**config.mk**
```make
export PLATFORM = sky130hd
export DESIGN_NAME = seq_divider_8by4
export DESIGN_NICKNAME = d
export VERILOG_FILES = /design/src/rtl/seq_divider_8by4_pkg.sv /design/src/rtl/seq_divider_8by4_div_step.sv /design/src/rtl/seq_divider_8by4.sv
export SDC_FILE = /design/constraint.sdc
export NUM_CORES = 1
export LEC_CHECK = 0
export CAP_MARGIN = 20
export CORE_ASPECT_RATIO = 0.6
export CORE_UTILIZATION = 35
export DETAILED_ROUTE_END_ITERATION = 12
export GPL_TIMING_DRIVEN = 1
export HOLD_SLACK_MARGIN = 0.05
export PLACE_DENSITY_LB_ADDON = 0.3
export SYNTH_ARGS = -nofsm -noshare
export SYNTH_HDL_FRONTEND = slang
export SYNTH_HIERARCHICAL = 1
export SYNTH_SLANG_ARGS = --single-unit
```
**constraint.sdc**
```tcl
create_clock -name clk -period 2.45 [get_ports clk]
set_input_delay 0.735 -clock clk [delete_from_list [all_inputs] [get_ports clk]]
set_output_delay 0.735 -clock clk [all_outputs]
set_load 0.01 [all_outputs]
```
**src/rtl/seq_divider_8by4_pkg.sv**
```systemverilog
// Shared arithmetic definitions for the divider, matching the multiplier's widths.
package seq_divider_8by4_pkg;

    localparam int unsigned DIVIDEND_W_DEF = 8;
    localparam int unsigned DIVISOR_W_DEF  = 4;

    typedef enum logic [1:0] {
        IDLE = 2'd0,
        RUN  = 2'd1,
        DONE = 2'd2
    } state_e;

    // Quotient reported for a zero divisor.
    localparam logic [DIVIDEND_W_DEF-1:0] DBZ_QUOTIENT = '1;

endpackage

```
**src/rtl/seq_divider_8by4_div_step.sv**
```systemverilog
// One combinational restoring-division step: shift in a bit, subtract if it fits.
module seq_divider_8by4_div_step
    import seq_divider_8by4_pkg::*;
#(
    parameter int unsigned DIVISOR_W = DIVISOR_W_DEF
) (
    input  logic [DIVISOR_W:0]   prem_in,
    input  logic                 bit_in,
    input  logic [DIVISOR_W-1:0] divisor,
    output logic [DIVISOR_W:0]   prem_out,
    output logic                 q_bit
);

    localparam int unsigned PR_W = DIVISOR_W + 1;

    logic [PR_W-1:0] shifted;

    // The incoming remainder is always below the divisor, so its top bit is zero
    // and dropping it during the shift loses nothing.
    always_comb begin
        shifted = PR_W'({prem_in, bit_in});
        if (shifted >= PR_W'(divisor)) begin
            prem_out = shifted - PR_W'(divisor);
            q_bit    = 1'b1;
        end else begin
            prem_out = shifted;
            q_bit    = 1'b0;
        end
    end

endmodule

```
**src/rtl/seq_divider_8by4.sv**
```systemverilog
// Sequential restoring divider: one quotient bit per clock behind a start/busy/done handshake.
module seq_divider_8by4
    import seq_divider_8by4_pkg::*;
#(
    parameter int unsigned DIVIDEND_W = DIVIDEND_W_DEF,
    parameter int unsigned DIVISOR_W  = DIVISOR_W_DEF
) (
    input  logic                  clk,
    input  logic                  rst_n,
    input  logic                  start,
    input  logic [DIVIDEND_W-1:0] dividend,
    input  logic [DIVISOR_W-1:0]  divisor,
    output logic                  busy,
    output logic                  done,
    output logic [DIVIDEND_W-1:0] quotient,
    output logic [DIVISOR_W-1:0]  remainder,
    output logic                  div_by_zero
);

    localparam int unsigned COUNT_W = $clog2(DIVIDEND_W);

    state_e                state_q, state_nxt;
    logic [DIVIDEND_W-1:0] shreg_q, shreg_nxt;
    logic [DIVISOR_W-1:0]  dvsr_q, dvsr_nxt;
    logic [DIVISOR_W:0]    prem_q, prem_nxt;
    logic [COUNT_W-1:0]    count_q, count_nxt;
    logic                  busy_nxt, done_nxt, dbz_nxt;
    logic [DIVIDEND_W-1:0] quo_nxt;
    logic [DIVISOR_W-1:0]  rem_nxt;
    logic [DIVISOR_W:0]    step_prem;
    logic                  step_qbit;

    seq_divider_8by4_div_step #(
        .DIVISOR_W (DIVISOR_W)
    ) u_step (
        .prem_in  (prem_q),
        .bit_in   (shreg_q[DIVIDEND_W-1]),
        .divisor  (dvsr_q),
        .prem_out (step_prem),
        .q_bit    (step_qbit)
    );

    // State, datapath and output registers.
    always_ff @(posedge clk or negedge rst_n) begin
        if (!rst_n) begin
            state_q     <= IDLE;
            shreg_q     <= '0;
            dvsr_q      <= '0;
            prem_q      <= '0;
            count_q     <= '0;
            busy        <= 1'b0;
            done        <= 1'b0;
            quotient    <= '0;
            remainder   <= '0;
            div_by_zero <= 1'b0;
        end else begin
            state_q     <= state_nxt;
            shreg_q     <= shreg_nxt;
            dvsr_q      <= dvsr_nxt;
            prem_q      <= prem_nxt;
            count_q     <= count_nxt;
            busy        <= busy_nxt;
            done        <= done_nxt;
            quotient    <= quo_nxt;
            remainder   <= rem_nxt;
            div_by_zero <= dbz_nxt;
        end
    end

    // Next-state and datapath control; the shift register fills with quotient bits
    // from the bottom as dividend bits leave from the top.
    always_comb begin
        state_nxt = state_q;
        shreg_nxt = shreg_q;
        dvsr_nxt  = dvsr_q;
        prem_nxt  = prem_q;
        count_nxt = count_q;
        quo_nxt   = quotient;
        rem_nxt   = remainder;
        dbz_nxt   = div_by_zero;

        case (state_q)
            IDLE: begin
                if (start) begin
                    if (divisor == '0) begin
                        quo_nxt   = DIVIDEND_W'(DBZ_QUOTIENT);
                        rem_nxt   = '0;
                        dbz_nxt   = 1'b1;
                        state_nxt = DONE;
                    end else begin
                        shreg_nxt = dividend;
                        dvsr_nxt  = divisor;
                        prem_nxt  = '0;
                        count_nxt = '0;
                        dbz_nxt   = 1'b0;
                        state_nxt = RUN;
                    end
                end
            end
            RUN: begin
                shreg_nxt = {shreg_q[DIVIDEND_W-2:0], step_qbit};
                prem_nxt  = step_prem;
                count_nxt = count_q + COUNT_W'(1);
                if (count_q == COUNT_W'(DIVIDEND_W - 1)) begin
                    quo_nxt   = {shreg_q[DIVIDEND_W-2:0], step_qbit};
                    rem_nxt   = DIVISOR_W'(step_prem);
                    state_nxt = DONE;
                end
            end
            DONE: begin
                state_nxt = IDLE;
            end
            default: begin
                state_nxt = IDLE;
            end
        endcase

        busy_nxt = (state_nxt != IDLE);
        done_nxt = (state_nxt == DONE);
    end

endmodule

```
==> results by group <==
CTS
  • Max Buffers Root-to-Sink: 2
  • Clk root buf: clkbuf_8
  • Reg clk slew, reported paths: around 0.070 ns
  • Clock Latency Late Sink: 0.29 ns
  • CTS Sinks: 36
  • TritonCTS clock tree: yes
  • H-tree levels: 2
  • Post-cts sizing count: 0
  • Post-CTS setup buffers: 0
  • Num CTS Buffers: 5
  • Post-CTS Hold Buffers: 0

Placed design
  • Final Wtd Congestion: 0.750
  • I/O Buffers: 29
  • Final HPWL DP: 2840 µm
  • DP Area: 0.00213 mm²

Timing
  • Max-Slew Margin vs Limit: between 50% and 60%
  • Final setup fails: 0
  • Final Cycle Share: 87.2%
  • Max-slew violation count: 0
  • Tmin final: 2.14 ns
  • RSZ-0062 raised after global routing: no
  • Worst Tran Pin Value: 0.747 ns
  • Worst hold margin: 0.509 ns
  • Final Hold Fails: 0
  • Post-route setup TNS: 0 ns
  • Fmax: about 470 MHz
  • Worst Clk Skew: 0.00835 ns

Critical path
  • CP max stage delay: roughly 0.62 ns
  • Cell Chain, Critical Path: clkdlybuf4s50_1 > or4_1 > buf_4 > nor3_4 > o21ai_0
  • CP Class: in -> reg
  • Crit. End Element: register
  • CP max stage cell: or4_1
  • Critical Path Start Type: primary input
  • Worst Path Arrival: 2.30 ns
  • Worst Reg-to-Reg Cells: 8
  • CP Data Required Time: 2.61 ns
  • Worst Setup SP: divisor[1]
  • Crit path max fanout: 4
  • R2r startpoint: dvsr_q[2]

Synth
  • Syn_nets: 209
  • Syn. warnings: 6
  • Synth Cell Area: between 0.0015 and 0.002 mm²
  • Post-Syn Instances: 187
  • Mean post-synth cell area: 9.43 µm²

Drt
  • Via count: 1427
  • 1st-iter DRT viols: 114
  • First-pass DRT Iterations: 4
  • WL/cell: 14.2 µm
  • Post-route ant nets: 0
  • Mean number of vias per cell: 5.04
  • Residual DRC: 0
  • Total Wirelength: 4010 µm

Finish
  • Final net count: 241
  • Share of cells above drive strength 1: 10.9%
  • # diodes: 0
  • Finished Core Util: between 40% and 50%
  • Post-Layout Inst Area: 0.00222 mm²
  • Most common cell after layout, fill and taps aside: dfrtp_1
  • Most frequent cells in the layout: dfrtp_1 (36), nor2_1 (29), clkdlybuf4s50_1 (29), nand2_1 (24), o21ai_0 (22)
  • Layout area overhead: 25.8%

Die
  • Cell Rows: 19
  • Total die area: 0.00533 mm²
  • Area of the core: 0.00471 mm²
  • # IOs: 30
  • Chip Width: 93.6 µm
  • Initial core utilization: 37.5%
  • Die Ht: 57.0 µm

Power
  • Max VDD drop: 420 µV
  • Pwr dens: 1320 mW/mm²
  • Leakage: 0.968 nW

Hold path
  • Class of the worst hold path: reg -> reg
  • Hold wc startpoint: dvsr_q[3]
  • Hold Crit Depth: 1

Global routing
  • Number of global-route vias before repair: approximately 1400
  • First-pass GRT wire length: 6680 µm
  • Aggregate global routing overflow: 0
  • Antenna violations before repair: 0
  • Largest net degree at the start of global routing: 37
  • All-Layer GR Usage: 16.9%

Run status
  • Outcome: completed

Job
  • Max Cap Violations: 0
==> critical path, delay by kind of cell <==
kind,cells,cell delay (ns)
and+or+nand+nor,2,0.82
buffers and inverters,2,0.61
AOI/OAI and AO/OA,1,0.13
==> registers in the layout (all words and copies together), names as in the netlist <==
| register | flops |
|---|---|
| dvsr_q | 4 |
| quotient | 8 |
| remainder | 4 |
| done | 1 |
| shreg_q | 8 |
| state_q | 2 |
| busy | 1 |
| prem_q | 4 |
| count_q | 3 |
| div_by_zero | 1 |
==> metal layers <==
metal  up-vias  global-route usage (%)  share of wire [%]
met4         0                    7.03               0.82
met5         -                       0                  0
met1       680                    26.5                 54
li1        705                       -                  -
met3         4                    4.53                5.4
met2        38                    21.6                 40
==> power breakdown <==
part / internal, mW / switching [mW]
Combinational: 0.680 / 0.747
Sequential: 0.872 / 0.193
Clock: 0.224 / 0.213
==> final cells by class <==
type	instances	area (µm²)
flip-flops and latches	36	901
multi-input cells	135	788
clock inverters	2	10.0
fillers	447	2490
inverters	6	22.5
well taps	63	78.8
clock buffers	6	82.6
repair buffers	35	335
==> per-stage QoR <==
stage          instances  power, mW  setup slack (ns)
6_report             283       2.93             0.314
5_1_grt              283       3.19             0.184
4_1_cts              283       2.96             0.323
3_5_place_dp         275       2.50           0.00849
3_3_place_gp         275       2.48            0.0457
2_1_floorplan        187       2.03             0.526
==> path summary, 6_finish.rpt <==
check                               end  slack, ns
min in group asynchronous  remainder[1]       0.87
max                        remainder[2]       0.31
max reg2reg                remainder[2]       0.69
min reg2reg                   dvsr_q[3]       0.51
max in group asynchronous     prem_q[1]       1.25
min                           dvsr_q[3]       0.51
No activity file was read; power rests on OpenSTA's default activity.
